===== src/rtl/serial_fifo_pkg.sv =====
// ============================================================================
//  Module   : serial_fifo_pkg
//  Purpose  : Shared serial definitions: default FIFO depth and the TX
//             handshake FSM state encodings.
//  Revision : 1.0  initial release
// ============================================================================
`default_nettype none

package serial_fifo_pkg;

    // Each FIFO holds 2**DEFAULT_DEPTH_LOG2 bytes unless overridden.
    localparam int DEFAULT_DEPTH_LOG2 = 4;

    // TX launch FSM states; encodings are fixed so software/debug can read them.
    typedef enum logic [1:0] {
        TX_IDLE    = 2'd0,
        TX_START   = 2'd1,
        TX_WAIT_HI = 2'd2,
        TX_WAIT_LO = 2'd3
    } tx_state_t;

endpackage

`default_nettype wire


===== src/rtl/serial_fifo_sync_fifo.sv =====
// ============================================================================
//  Module   : sync_fifo
//  Purpose  : Single-clock FIFO with synchronous write and first-word
//             fall-through read. Exposes full, empty and occupancy count.
//             A push into a full FIFO is accepted only when a pop happens
//             in the same cycle.
//  Revision : 1.0  initial release
// ============================================================================
`default_nettype none

module sync_fifo
    import serial_fifo_pkg::*;
#(
    parameter int WIDTH      = 8,
    parameter int DEPTH_LOG2 = DEFAULT_DEPTH_LOG2
) (
    input  logic                  clk,
    input  logic                  rst_n,
    input  logic                  push,
    input  logic [WIDTH-1:0]      wdata,
    input  logic                  pop,
    output logic [WIDTH-1:0]      rdata,
    output logic                  full,
    output logic                  empty,
    output logic [DEPTH_LOG2:0]   count
);

    localparam int                    DEPTH     = 1 << DEPTH_LOG2;
    localparam logic [DEPTH_LOG2:0]   CNT_FULL  = (DEPTH_LOG2 + 1)'(DEPTH);
    localparam logic [DEPTH_LOG2:0]   CNT_ONE   = (DEPTH_LOG2 + 1)'(1);
    localparam logic [DEPTH_LOG2-1:0] PTR_ONE   = DEPTH_LOG2'(1);

    logic [WIDTH-1:0]      mem [DEPTH];
    logic [DEPTH_LOG2-1:0] wptr;
    logic [DEPTH_LOG2-1:0] rptr;
    logic                  do_push;
    logic                  do_pop;

    assign empty   = (count == '0);
    assign full    = (count == CNT_FULL);
    assign do_pop  = pop && !empty;
    // A full FIFO still takes a write when the head leaves in the same cycle.
    assign do_push = push && (!full || do_pop);
    // Head is forced to zero while empty so the read port has a defined value
    // straight out of reset (storage itself is not reset).
    assign rdata   = empty ? '0 : mem[rptr];

    // Pointer and occupancy bookkeeping; pointers wrap modulo DEPTH.
    always_ff @(posedge clk or negedge rst_n) begin
        if (!rst_n) begin
            wptr  <= '0;
            rptr  <= '0;
            count <= '0;
        end else begin
            if (do_push) wptr <= wptr + PTR_ONE;
            if (do_pop)  rptr <= rptr + PTR_ONE;
            if (do_push && !do_pop) begin
                count <= count + CNT_ONE;
            end else if (do_pop && !do_push) begin
                count <= count - CNT_ONE;
            end
        end
    end

    // Storage write port.
    always_ff @(posedge clk) begin
        if (do_push) mem[wptr] <= wdata;
    end

endmodule

`default_nettype wire


===== src/rtl/serial_fifo.sv =====
// ============================================================================
//  Module   : serial_fifo
//  Purpose  : Byte buffering between the UART bit engines and serial_ctrl.
//             RX FIFO with sticky overrun flag, TX FIFO with an autonomous
//             start/busy handshake towards the transmitter.
//  Options  : SERIAL_OVERRUN_CNT_EN - when defined, ovCount_o is a saturating
//             8-bit dropped-byte counter; otherwise it is tied to zero.
//  Revision : 1.0  initial release
// ============================================================================
`default_nettype none

module serial_fifo
    import serial_fifo_pkg::*;
#(
    parameter int DEPTH_LOG2 = DEFAULT_DEPTH_LOG2
) (
    input  logic                  clk,
    input  logic                  rst_n,
    // RX side
    input  logic                  rxdReady_i,
    input  logic [7:0]            rxdData_i,
    output logic                  rxValid_o,
    output logic [7:0]            rxData_o,
    input  logic                  rxPop_i,
    output logic [DEPTH_LOG2:0]   rxCount_o,
    output logic                  overrun_o,
    output logic [7:0]            ovCount_o,
    input  logic                  ovClr_i,
    // TX side
    input  logic                  txPush_i,
    input  logic [7:0]            txData_i,
    output logic                  txFull_o,
    output logic                  txIdle_o,
    input  logic                  txdBusy_i,
    output logic                  txdStart_o,
    output logic [7:0]            txdData_o
);

    logic                  rx_full;
    logic                  rx_empty;
    logic                  overrun_event;

    logic                  tx_empty;
    logic [7:0]            tx_head;
    logic [DEPTH_LOG2:0]   tx_count;
    logic                  tx_pop;
    logic                  tx_load;
    tx_state_t             state;
    tx_state_t             state_next;

    // ------------------------------------------------------------------ RX
    sync_fifo #(
        .WIDTH      (8),
        .DEPTH_LOG2 (DEPTH_LOG2)
    ) u_rx_fifo (
        .clk   (clk),
        .rst_n (rst_n),
        .push  (rxdReady_i),
        .wdata (rxdData_i),
        .pop   (rxPop_i),
        .rdata (rxData_o),
        .full  (rx_full),
        .empty (rx_empty),
        .count (rxCount_o)
    );

    assign rxValid_o = !rx_empty;

    // A byte is lost only when full and the head is not leaving this cycle.
    assign overrun_event = rxdReady_i && rx_full && !rxPop_i;

    // Sticky overrun flag; a coincident drop beats the clear.
    always_ff @(posedge clk or negedge rst_n) begin
        if (!rst_n) begin
            overrun_o <= 1'b0;
        end else if (overrun_event) begin
            overrun_o <= 1'b1;
        end else if (ovClr_i) begin
            overrun_o <= 1'b0;
        end
    end

`ifdef SERIAL_OVERRUN_CNT_EN
    logic [7:0] ov_count;

    // Saturating dropped-byte counter; a clear coincident with a drop lands on 1.
    always_ff @(posedge clk or negedge rst_n) begin
        if (!rst_n) begin
            ov_count <= 8'd0;
        end else if (overrun_event) begin
            if (ovClr_i) begin
                ov_count <= 8'd1;
            end else if (ov_count != 8'hFF) begin
                ov_count <= ov_count + 8'd1;
            end
        end else if (ovClr_i) begin
            ov_count <= 8'd0;
        end
    end

    assign ovCount_o = ov_count;
`else
    assign ovCount_o = 8'd0;
`endif

    // ------------------------------------------------------------------ TX
    sync_fifo #(
        .WIDTH      (8),
        .DEPTH_LOG2 (DEPTH_LOG2)
    ) u_tx_fifo (
        .clk   (clk),
        .rst_n (rst_n),
        .push  (txPush_i),
        .wdata (txData_i),
        .pop   (tx_pop),
        .rdata (tx_head),
        .full  (txFull_o),
        .empty (tx_empty),
        .count (tx_count)
    );

    assign txIdle_o   = (tx_count == '0) && (state == TX_IDLE);
    assign txdStart_o = (state == TX_START);

    // TX FSM state register.
    always_ff @(posedge clk or negedge rst_n) begin
        if (!rst_n) begin
            state <= TX_IDLE;
        end else begin
            state <= state_next;
        end
    end

    // TX FSM next state: launch a byte, pulse start, then track busy high/low.
    always_comb begin
        state_next = state;
        tx_pop     = 1'b0;
        tx_load    = 1'b0;
        case (state)
            TX_IDLE: begin
                if (!tx_empty && !txdBusy_i) begin
                    tx_load    = 1'b1;
                    tx_pop     = 1'b1;
                    state_next = TX_START;
                end
            end
            TX_START:   state_next = TX_WAIT_HI;
            TX_WAIT_HI: if (txdBusy_i)  state_next = TX_WAIT_LO;
            TX_WAIT_LO: if (!txdBusy_i) state_next = TX_IDLE;
            default:    state_next = TX_IDLE;
        endcase
    end

    // Transmit byte register; held until the next launch.
    always_ff @(posedge clk or negedge rst_n) begin
        if (!rst_n) begin
            txdData_o <= 8'd0;
        end else if (tx_load) begin
            txdData_o <= tx_head;
        end
    end

endmodule

`default_nettype wire


===== config.mk =====
export PLATFORM = sky130hd
export DESIGN_NAME = serial_fifo
export DESIGN_NICKNAME = d
export VERILOG_FILES = /design/src/rtl/serial_fifo_pkg.sv /design/src/rtl/serial_fifo_sync_fifo.sv /design/src/rtl/serial_fifo.sv
export SDC_FILE = /design/constraint.sdc
export NUM_CORES = 1
export LEC_CHECK = 0
export BUFFER_PORTS_ARGS = -buffer_cell sky130_fd_sc_hd__buf_2
export CELL_PAD_IN_SITES_DETAIL_PLACEMENT = 0
export CELL_PAD_IN_SITES_GLOBAL_PLACEMENT = 1
export CORE_UTILIZATION = 51
export CTS_CLUSTER_DIAMETER = 120
export DETAILED_ROUTE_END_ITERATION = 16
export GPL_TIMING_DRIVEN = 0
export PLACE_DENSITY = 0.8
export SETUP_SLACK_MARGIN = 0.15
export SKIP_CTS_REPAIR_TIMING = 1
export SLEW_MARGIN = 5
export SYNTH_ARGS = -nofsm -noshare
export SYNTH_HDL_FRONTEND = slang
export SYNTH_SLANG_ARGS = --single-unit

===== constraint.sdc =====
create_clock -name clk -period 3.33 [get_ports clk]
set_input_delay 0.333 -clock clk [delete_from_list [all_inputs] [get_ports clk]]
set_output_delay 0.333 -clock clk [all_outputs]
set_load 0.02 [all_outputs]

==> results of run 1 <==
layout by cell type (no fill, tap or decap), drive strengths merged, types with 5 or more instances in the layout:
master  Yosys  routed
conb        1       8
nor2       32      32
mux4       64      64
inv        16      17
o22ai       9       9
buf        30      77
o21ai      24      24
a21oi       5       5
ha         24      24
nand2      41      41
dfrtp      37      37
xnor2      16      16
clkinv      1      17
mux2       10      10
nand2b      7       7
edfxtp    256     256
clkbuf      9      47
nor3        8       8
mux2i      27      27
where the power goes:
| part | total, mW | switching (mW) | leakage (nW) | internal [mW] |
|---|---|---|---|---|
| clock | 3.01 | 1.32 | 0.435 | 1.69 |
| combinational | 3.91 | 2.19 | 1.62 | 1.72 |
| sequential | 4.78 | 0.232 | 2.76 | 4.55 |
| total | 11.7 | 3.74 | 4.82 | 7.96 |
synth_stat cells (all sizes together):
cell type	number
mux2	10
nor3	8
edfxtp	256
nand4	3
mux4	64
xnor2	16
inv	16
nand2b	7
fa	2
and2	3
a21oi	5
nor2b	1
nor4	2
nor2	32
nand3	3
ha	24
o21ai	24
a21o	3
o22ai	9
conb	1
clkbuf	9
buf	30
dfrtp	37
mux2i	27
a211oi	1
clkinv	1
nand3b	1
a21boi	1
xor2	4
nand2	41
registers in the layout, indices dropped and copies added (netlist names):
signal / cells
u_rx_fifo.wptr: 4
u_tx_fifo.count: 5
state: 2
u_rx_fifo.rptr: 4
u_rx_fifo.mem: 128
u_tx_fifo.mem: 128
u_tx_fifo.rptr: 4
txdData_o: 8
overrun_o: 1
u_tx_fifo.wptr: 4
u_rx_fifo.count: 5
worst max-delay path, stage by stage, from the launching register on:
cell     delay, ps
dfrtp_1        430
nor4_2         320
nor2b_4        250
nor2_4          70
inv_2          190
buf_4          240
ha_1           240
inv_1          130
ha_1           320
a21o_1         180
a21oi_1        170
mux2i_1        230
xnor2_1        130
path summary, 6_finish.rpt:
kind / cells past startpoint / to
worst max register to register: 12 / u_tx_fifo.count[4]
worst min-delay path: 3 / overrun_o
min in group asynchronous: 2 / txdData_o[0]
max in group asynchronous: 2 / u_rx_fifo.count[4]
worst min register to register: 2 / txdData_o[4]
worst max-delay path: 12 / u_tx_fifo.count[4]
per-stage QoR:
stage / setup WS, ps / cell area (sq um) / power (mW)
finish: 352.8 / 13640 / 11.70
global route: 133.5 / 13640 / 12.28
CTS: -131.5 / 13560 / 11.77
detailed placement: -83.75 / 12680 / 8.769
global placement: 12.16 / 12670 / 8.605
floorplan: 543.3 / 12040 / 7.685
cell families after synthesis:
family,Yosys count
other,1
muxes,101
AOI/OAI and AO/OA,43
xor gates and xnor gates,20
adders and majority gates,26
buffers and inverters,56
and+or+nand+nor,101
DFF,293
per-layer routing:
layer	vias to the layer above	GRT usage [%]	wire [microns]
met5	-	0	0
met4	0	4.809	346
met3	28	3.008	1281
met2	167	32.37	11230
met1	3051	25.64	9251
li1	2674	-	-
cell type report:
cell class | instances | share of cell area [%]
buffer | 39 | 1.863
clock inverter | 19 | 0.6515
sequential | 293 | 63.17
clock buffer | 37 | 5.854
tap | 313 | 2.872
inverter | 17 | 0.4680
timing repair buffer | 50 | 1.909
multi-input combinational | 299 | 23.22
==> metrics.md, run 1 <==
| Metric | Value |
|---|---|
| Status | finished, final reports clean |
| PD cells | 858.1 nW/um^2 |
| Antenna-violating nets left | 0 |
| Worst setup SP type | flip-flop |
| Mapped Area | 12010 sq um |
| Die Wd | 155.5 microns |
| Gr ovfl total | 0 |
| Synth-to-layout area growth | 13.54% |
| Yosys top cell area share | 64.01% |
| Final setup violation count | 0 |
| PortBufs | 48 |
| DR WL/cell | 20.72 microns |
| Fin cells | 1067 |
| Post-layout util | 59.68% |
| Largest net degree at the start of global routing | 38 |
| Max-slew violations | 0 |
| Final wirelength | 22.11 mm |
| Gate Count Post-Synth | 641 |
| Setup CP Type | flip-flop to flip-flop |
| Yosys cell types | 37 |
| Synth Area in Adders | 2.834% |
| Worst Path Required | 3790 ps |
| Share of cells above drive strength 1 | 25.07% |
| Ranking of synthesized cells by area | edfxtp_1 (64%), mux4_2 (9.2%), dfrtp_1 (7.7%) |
| WHS | 43.31 ps |
| Dpl cells | 1009 |
| Slack of the worst reg-to-reg path | 350 ps |
| Largest family of logic cells by synthesized area | multiplexers |
| Clk root buf | clkbuf_16 |
| # DRC | 0 |
| Unrepaired setup endpoints after global routing | yes |
| Max-slew headroom | 12.15% |
| DR pass1 iterations | 4 |
| Simple-gate portion of the synthesized area | 3.636% |
| First-pass GRT wire length | 34.44 mm |
| Reg2reg start | u_tx_fifo.count[0] |
| Gpl congestion | 0.7960 |
| Die Height | 155.5 microns |
| I/O pin count | 57 |
| Row count | 55 |
| Min Tclk post-route | 2977 ps |
| Gr usage total | 18.96% |
| Worst-path maximum fanout | 10 |
| Area occupied by multi-input gates | 3166 sq um |
| Worst skew pair latency | 540 ps |
| Starting Density | 52.56% |
| CTS sink cnt | 293 |
| Area fraction in compound gates after synthesis | 2.053% |
| Setup crit start | u_tx_fifo.count[0] |
| Hold Crit Class | input pin to flip-flop |
| Clock transition at path regs | 60 ps |
| Hold path start | rxdReady_i |
| Initial DRC count | 455 |
| CTS tree | yes |
| Number of CTS-inserted buffers | 30 |
| Seq cells post-synth | 293 |
| Htree depth | 1 |
| Core area | 22850 sq um |
| Worst-Margin Slew | 1308 ps |
| Sequential-to-total area share from yosys stat | 71.72% |
| Dpl hpwl | 14.49 mm |
| Final hold viol count | 0 |
| Vias per cell | 5.548 |
| Xor and xnor area share after synthesis | 1.459% |
| Total negative slack | 0 ps |
| Sequential cell area | 8613 sq um |
| Crit path DAT | 3440 ps |
| Nets | 779 |
| Synth area leader | edfxtp_1 |
| Initial antenna violation count | 1 |
| Max_cap viols | 0 |
| Ys Warns | 0 |
| LEAKAGE | 4.816 nW |
| Via count | 5920 |
| Worst vdd ir | 0.5478 mV |
| Mux contribution to synthesized area | 15.66% |
| Ant. Diodes | 0 |
| Clk_skew | 8.164 ps |
| Fillers | 1664 |
| Max clock buf depth | 3 |
| Fmax achieved | 0.3359 GHz |
| Vias in the first global route | 6172 |
| Setup crit end kind | flip-flop |
| Full die area | 24160 sq um |
| Syn avg cell area | 18.73 sq um |
| Final period utilization | 89.41% |
(Power assumes the default switching activity.)
==> run 2, diff against run 1 <==
- BUFFER_PORTS_ARGS: -buffer_cell sky130_fd_sc_hd__buf_2 -> default
- DONT_BUFFER_PORTS: default -> 1
- PLACE_DENSITY: 0.8 -> 0.78
- REMOVE_ABC_BUFFERS: default -> 1
==> run 2 against run 1 <==
  * The flow now finishes with violations (hold timing)
  * Flip-flop and latch count stayed put
  * Total power is 2.6% lower
  * Cell area is 1.8% lower
  * Core utilization is 1.1 points lower
  * Cell count is 6.4% lower
  * Register-to-register slack better by 40 ps
  * Die area stayed put
  * Clock skew is 2.9 ps lower
==> metrics.md, run 2 (synthesis results as in run 1) <==
| Metric | Value |
|---|---|
| Post-layout util | 58.58% (-1.1 points) |
| Max-slew headroom | 14.31% (+2.2 points) |
| Full die area | 24160 sq um (unchanged) |
| Row count | 55 (unchanged) |
| Worst Path Required | 3780 ps (about the same) |
| Min Tclk post-route | 2940 ps (-37.27 ps) |
| Worst-Margin Slew | 1285 ps (-22.34 ps) |
| Nets | 713 (-8.5%) |
| Die Height | 155.5 microns (unchanged) |
| Fin cells | 999 (-6.4%) |
| Final setup violation count | 0 (unchanged) |
| Status | finished with violations |
| Gpl congestion | 0.7508 (-5.7%) |
| Final hold viol count | 1 (+1) |
| Htree depth | 1 (unchanged) |
| Final wirelength | 21.49 mm (-2.8%) |
| Gr usage total | 18.46% (-0.50 points) |
| Unrepaired setup endpoints after global routing | no |
| Max-slew violations | 0 (unchanged) |
| Worst skew pair latency | 530 ps (about the same) |
| WHS | -3.955 ps (-47.26 ps) |
| LEAKAGE | 4.561 nW (-5.3%) |
| Initial antenna violation count | 0 (-1) |
| Total negative slack | 0 ps (unchanged) |
| Crit path DAT | 3390 ps (-50 ps) |
| Core area | 22850 sq um (unchanged) |
| Area post-placement | 12240 sq um (-3.4%) |
| Max clock buf depth | 3 (unchanged) |
| Failing checks | hold timing |
| Clk root buf | clkbuf_16 |
| Pwr Total | 11.40 mW (-2.6%) |
| Die Wd | 155.5 microns (unchanged) |
| Slowest cell on crit path | dfrtp_1 |
| Synth-to-layout area growth | 11.45% |
| Antenna-violating nets left | 0 (unchanged) |
| PortBufs | 0 (-100%) |
| DR WL/cell | 21.51 microns (+3.8%) |
| PD cells | 851.8 nW/um^2 (-0.74%) |
| Worst path cell trace | nor4_1 > nand2b_1 > nand2_2 > ha_1 > inv_1 > ha_1 > a21o_1 > a21oi_1 > mux2i_1 > xnor2_1 |
| Worst-path maximum fanout | 5 (-5) |
| Dpl hpwl | 13.68 mm (-5.6%) |
| Share of cells above drive strength 1 | 16.91% (-8.2 points) |
| Via count | 5642 (-4.7%) |
| Vias per cell | 5.648 (+1.8%) |
| I/O pin count | 57 (unchanged) |
| Fin area | 13380 sq um (-1.8%) |
| Largest net degree at the start of global routing | 38 (unchanged) |
| Dpl cells | 924 (-8.4%) |
| Number of CTS-inserted buffers | 29 (-3.3%) |
| Final worst slack | 390.1 ps (+37.27 ps) |
| Initial DRC count | 348 (-24%) |
| Final period utilization | 88.29% (-1.1 points) |
| Setup crit end kind | flip-flop |
| Fmax achieved | 0.3401 GHz (+1.3%) |
| DR pass1 iterations | 4 (unchanged) |
| Vias in the first global route | 5905 (-4.3%) |
| Gr ovfl total | 0 (unchanged) |
| First-pass GRT wire length | 33.28 mm (-3.4%) |
| # DRC | 0 (unchanged) |
| Clock transition at path regs | 60 ps (about the same) |
| Hold Crit Class | input pin to flip-flop |
| Ant. Diodes | 0 (unchanged) |
| Setup CP Type | flip-flop to flip-flop |
| Most common cell after layout, fill and taps aside | edfxtp_1 |
| Top Registers | u_rx_fifo.mem (128), u_tx_fifo.mem (128), txdData_o (8) |
| Clk_skew | 5.299 ps (-2.865 ps) |
| Starting Density | 52.56% (unchanged) |
| Worst vdd ir | 0.5347 mV (-2.4%) |
| Max_cap viols | 0 (unchanged) |
| CTS sink cnt | 293 (unchanged) |
| CP peak stage delay | 500 ps (+70 ps) |
| Fillers | 1710 (+2.8%) |
| CP dominant cell by count | ha_1 |
| Commonest cells after routing, fill and taps aside | edfxtp_1 (256), mux4_2 (49), nand2_1 (40), dfrtp_1 (34), nor2_1 (31) |
| CTS tree | yes |
| DP Worst Slack | -142.5 ps (-58.79 ps) |
| Worst setup SP type | flip-flop |
## run 2: cell types whose count changed in the layout (fill, tap and decap cells not counted), moves of 4 or more
cell	before	now
buf_4	12	1
buf_6	4	0
buf_2	56	0
dlygate4sd3_1	2	20
clkbuf_1	13	8
buf_1	4	0
## run 2: area by class of cell
cell class / instances / area [sq um] / share of cell area (%)
flip-flops and latches: 293 / 8617 / 64.38
clock buffers: 37 / 755.7 / 5.646
clock inverters: 16 / 127.6 / 0.9535
multi-input cells: 299 / 3149 / 23.53
well taps: 313 / 391.6 / 2.926
repair buffers: 24 / 275.3 / 2.057
inverters: 17 / 67.56 / 0.5048
## run 2: worst max-delay path, delay by kind of cell (launching register included)
| family | cells | cell delay (ps) |
|---|---|---|
| compound gates | 2 | 360 |
| xor+xnor | 1 | 150 |
| fa+ha+maj | 2 | 570 |
| buf+inv | 1 | 110 |
| flops | 1 | 500 |
| mux | 1 | 230 |
| simple gates | 3 | 930 |
## run 2: per-layer routing
layer	global-route usage (%)	share of wire (%)	routed length (microns)	up-vias
met1	23.21	40	8669	2900
met5	0	0	0	-
met2	32.82	52	11220	163
met4	5.415	2.3	503	0
li1	-	-	-	2537
met3	3.259	5.1	1096	42
## run 2: path summary, 6_finish.rpt
kind / startpoint / end / slack [ps] / depth (start not counted)
worst max-delay path: u_rx_fifo.count[1] / u_rx_fifo.count[4] / 390 / 10
worst min-delay path: rxPop_i / u_rx_fifo.rptr[0] / -4 / 2
worst max register to register: u_rx_fifo.count[1] / u_rx_fifo.count[4] / 390 / 10
worst min register to register: u_tx_fifo.count[4] / u_tx_fifo.count[4] / 480 / 1
max in group asynchronous: rst_n / u_rx_fifo.rptr[0] / 2840 / 2
min in group asynchronous: rst_n / u_tx_fifo.count[2] / 290 / 2
## run 2: where the power goes
group          switching [mW]  leakage [nW]  internal (mW)
clock network            1.30         0.430           1.75
registers               0.792          2.76           4.55
logic                    1.51          1.37           1.51
==> run 3, diff against run 2 <==
- CORE_MARGIN: default -> 2
==> run 3 against run 2 <==
  * The run now ends clean
  * Hold slack improved by 8.9 ps
  * Wire length is 3.1% higher
  * Clock power is 1% lower
  * Register-to-register slack barely moved
  * Total power about the same
  * Clock skew is 8.6 ps higher
  * Via count fell by 0.23%
  * Setup slack gained 9.7 ps
  * Count of clock-buffer cells in the layout is 5 higher
  * Critical path type unchanged
  * Critical endpoint unchanged
  * Largest power group unchanged
  * Highest routed layer unchanged
==> metrics.md, run 3 (synthesis results as in run 1) <==
| Metric | Value |
|---|---|
| Gr ovfl total | 0 (unchanged) |
| Clk_skew | 13.87 ps (+8.575 ps) |
| # DRC | 0 (unchanged) |
| Worst-Margin Slew | 1250 ps (-35.46 ps) |
| Unrepaired setup endpoints after global routing | no |
| Slowest cell on crit path | dfrtp_1 |
| Crit path DAT | 3380 ps (about the same) |
| DR pass1 iterations | 6 (+2) |
| Nets | 714 (+0.14%) |
| Dpl hpwl | 14.09 mm (+3.0%) |
| Status | finished, final reports clean |
| Starting Density | 51.62% (-0.94 points) |
| Core area | 23260 sq um (+1.8%) |
| Die Wd | 157.5 microns (+1.3%) |
| Share of cells above drive strength 1 | 17.84% (+0.93 points) |
| Row count | 56 (+1.8%) |
| Vias per cell | 5.612 (-0.63%) |
| Clock transition at path regs | 60 ps (about the same) |
| CTS sink cnt | 293 (unchanged) |
| Full die area | 24790 sq um (+2.6%) |
| Initial antenna violation count | 0 (unchanged) |
| Max-slew violations | 0 (unchanged) |
| Reg2reg start | u_rx_fifo.count[1] |
| Antenna-violating nets left | 0 (unchanged) |
| Max_cap viols | 0 (unchanged) |
| Hold path start | rxPop_i |
| Area post-placement | 12250 sq um (about the same) |
| Worst path cell trace | nor4_2 > nand2b_1 > nand2_2 > ha_1 > inv_1 > ha_1 > a21o_1 > a21oi_1 > mux2i_1 > xnor2_1 |
| First-pass GRT wire length | 33.68 mm (+1.2%) |
| Gr usage total | 18.15% (-0.30 points) |
| CTS tree | yes |
| WHS Path Cells | 2 (unchanged) |
| DR WL/cell | 22.10 microns (+2.7%) |
| Final setup violation count | 0 (unchanged) |
| Die Height | 157.5 microns (+1.3%) |
| Hold endpoint | u_rx_fifo.rptr[0] |
| Worst vdd ir | 0.6106 mV (+14%) |
| Initial DRC count | 368 (+5.7%) |
| Synth-to-layout area growth | 11.63% |
| Top Registers | u_rx_fifo.mem (128), u_tx_fifo.mem (128), txdData_o (8) |
| Commonest cells after routing, fill and taps aside | edfxtp_1 (256), mux4_2 (49), nand2_1 (40), dfrtp_1 (34), nor2_1 (31) |
| Max-slew headroom | 16.68% (+2.4 points) |
| Fin area | 13410 sq um (+0.16%) |
| Fmax achieved | 0.3413 GHz (+0.33%) |
| Buf+Inv Stages, Crit Path | 1 (unchanged) |
| PD cells | 850.2 nW/um^2 (-0.18%) |
| Slack of the worst reg-to-reg path | 400 ps (about the same) |
| Crit path max-delay family | simple AND/OR/NAND/NOR gates |
| Fillers | 1761 (+3.0%) |
| Final period utilization | 88.00% (-0.29 points) |
| Setup crit end kind | flip-flop |
| Total negative slack | 0 ps (unchanged) |
| Htree depth | 1 (unchanged) |
| Final hold viol count | 0 (-1) |
| Worst flop-to-flop path endpoint | u_rx_fifo.count[4] |
| Worst skew pair latency | 540 ps (about the same) |
| Gpl congestion | 0.7275 (-3.1%) |
| Clk root buf | clkbuf_16 |
| Ant. Diodes | 0 (unchanged) |
| Vias in the first global route | 5863 (-0.71%) |
| Via count | 5629 (-0.23%) |
| CP peak stage delay | 500 ps (about the same) |
| I/O pin count | 57 (unchanged) |
| Largest net degree at the start of global routing | 38 (unchanged) |
| Most common cell after layout, fill and taps aside | edfxtp_1 |
| PortBufs | 0 (unchanged) |
| LEAKAGE | 4.569 nW (+0.17%) |
| Worst Path Required | 3780 ps (about the same) |
| CP dominant cell by count | ha_1 |
| Final wirelength | 22.16 mm (+3.1%) |
| Setup crit start | u_rx_fifo.count[1] |
| Worst setup SP type | flip-flop |
| Max clock buf depth | 3 (unchanged) |
| Hold Crit Class | input pin to flip-flop |
| Number of CTS-inserted buffers | 29 (unchanged) |
| Min Tclk post-route | 2930 ps (-9.663 ps) |
| Worst r2r path cells | 10 (unchanged) |
| Setup CP Type | flip-flop to flip-flop |
| Worst-path maximum fanout | 5 (unchanged) |
run 3: cell types whose count changed in the layout (fill, tap and decap cells not counted), sizes merged:
| cell | delta |
|---|---|
| inv | -1 |
| clkbuf | +5 |
| clkinv | -5 |
| bufinv | -2 |
| buf | +1 |
run 3: how the worst max path moves through the flow:
stage,to,cells past startpoint
2_1_floorplan,u_tx_fifo.count[4],12
3_3_place_gp,rxData_o[0],3
3_5_place_dp,u_tx_fifo.count[4],12
4_1_cts,u_tx_fifo.count[4],12
5_1_grt,u_tx_fifo.count[4],11
6_report,u_rx_fifo.count[4],10
run 3: through the flow:
step / worst slack, ps / power [mW] / hold slack (ps) / instances / util (%)
after floorplan: 510.0 / 7.505 / 37.41 / 609 / -
after global placement: -142.9 / 8.227 / 38.88 / 928 / 52.38
after detailed placement: -202.2 / 8.424 / 38.62 / 930 / 52.66
after CTS: -243.3 / 11.41 / -529.7 / 980 / 56.43
after global routing: 173.1 / 11.98 / 28.27 / 1003 / 57.63
final: 399.7 / 11.40 / 4.951 / 1003 / 57.63
run 3: worst reg2reg max path, delay by kind of cell, from the launching register on:
| kind | cells | cell delay (ps) |
|---|---|---|
| AOI/OAI and AO/OA | 2 | 400 |
| xor gates and xnor gates | 1 | 140 |
| adders and majority gates | 2 | 570 |
| buffers and inverters | 1 | 120 |
| DFF | 1 | 500 |
| muxes | 1 | 240 |
| and+or+nand+nor | 3 | 880 |
run 3: layer usage:
metal	up-vias	GRT usage (%)	wire [microns]
li1	2538	-	-
met1	2941	22.08	9060
met2	111	33.37	11900
met3	39	3.249	763
met4	0	4.848	436
met5	-	0	0
run 3: report_power, final:
| part | internal (mW) | switching [mW] |
|---|---|---|
| Sequential | 4.55 | 0.792 |
| Clock | 1.72 | 1.28 |
| Combinational | 1.52 | 1.54 |
run 3: layout make-up:
cell class | instances | area, sq um | share of cell area, %
Multi-Input combinational cell | 299 | 3161 | 23.58
Inverter | 17 | 67.56 | 0.5040
Clock buffer | 42 | 834.6 | 6.225
Sequential cell | 293 | 8617 | 64.28
Tap cell | 319 | 399.1 | 2.977
Timing Repair Buffer | 25 | 282.8 | 2.109
Clock inverter | 8 | 43.79 | 0.3267
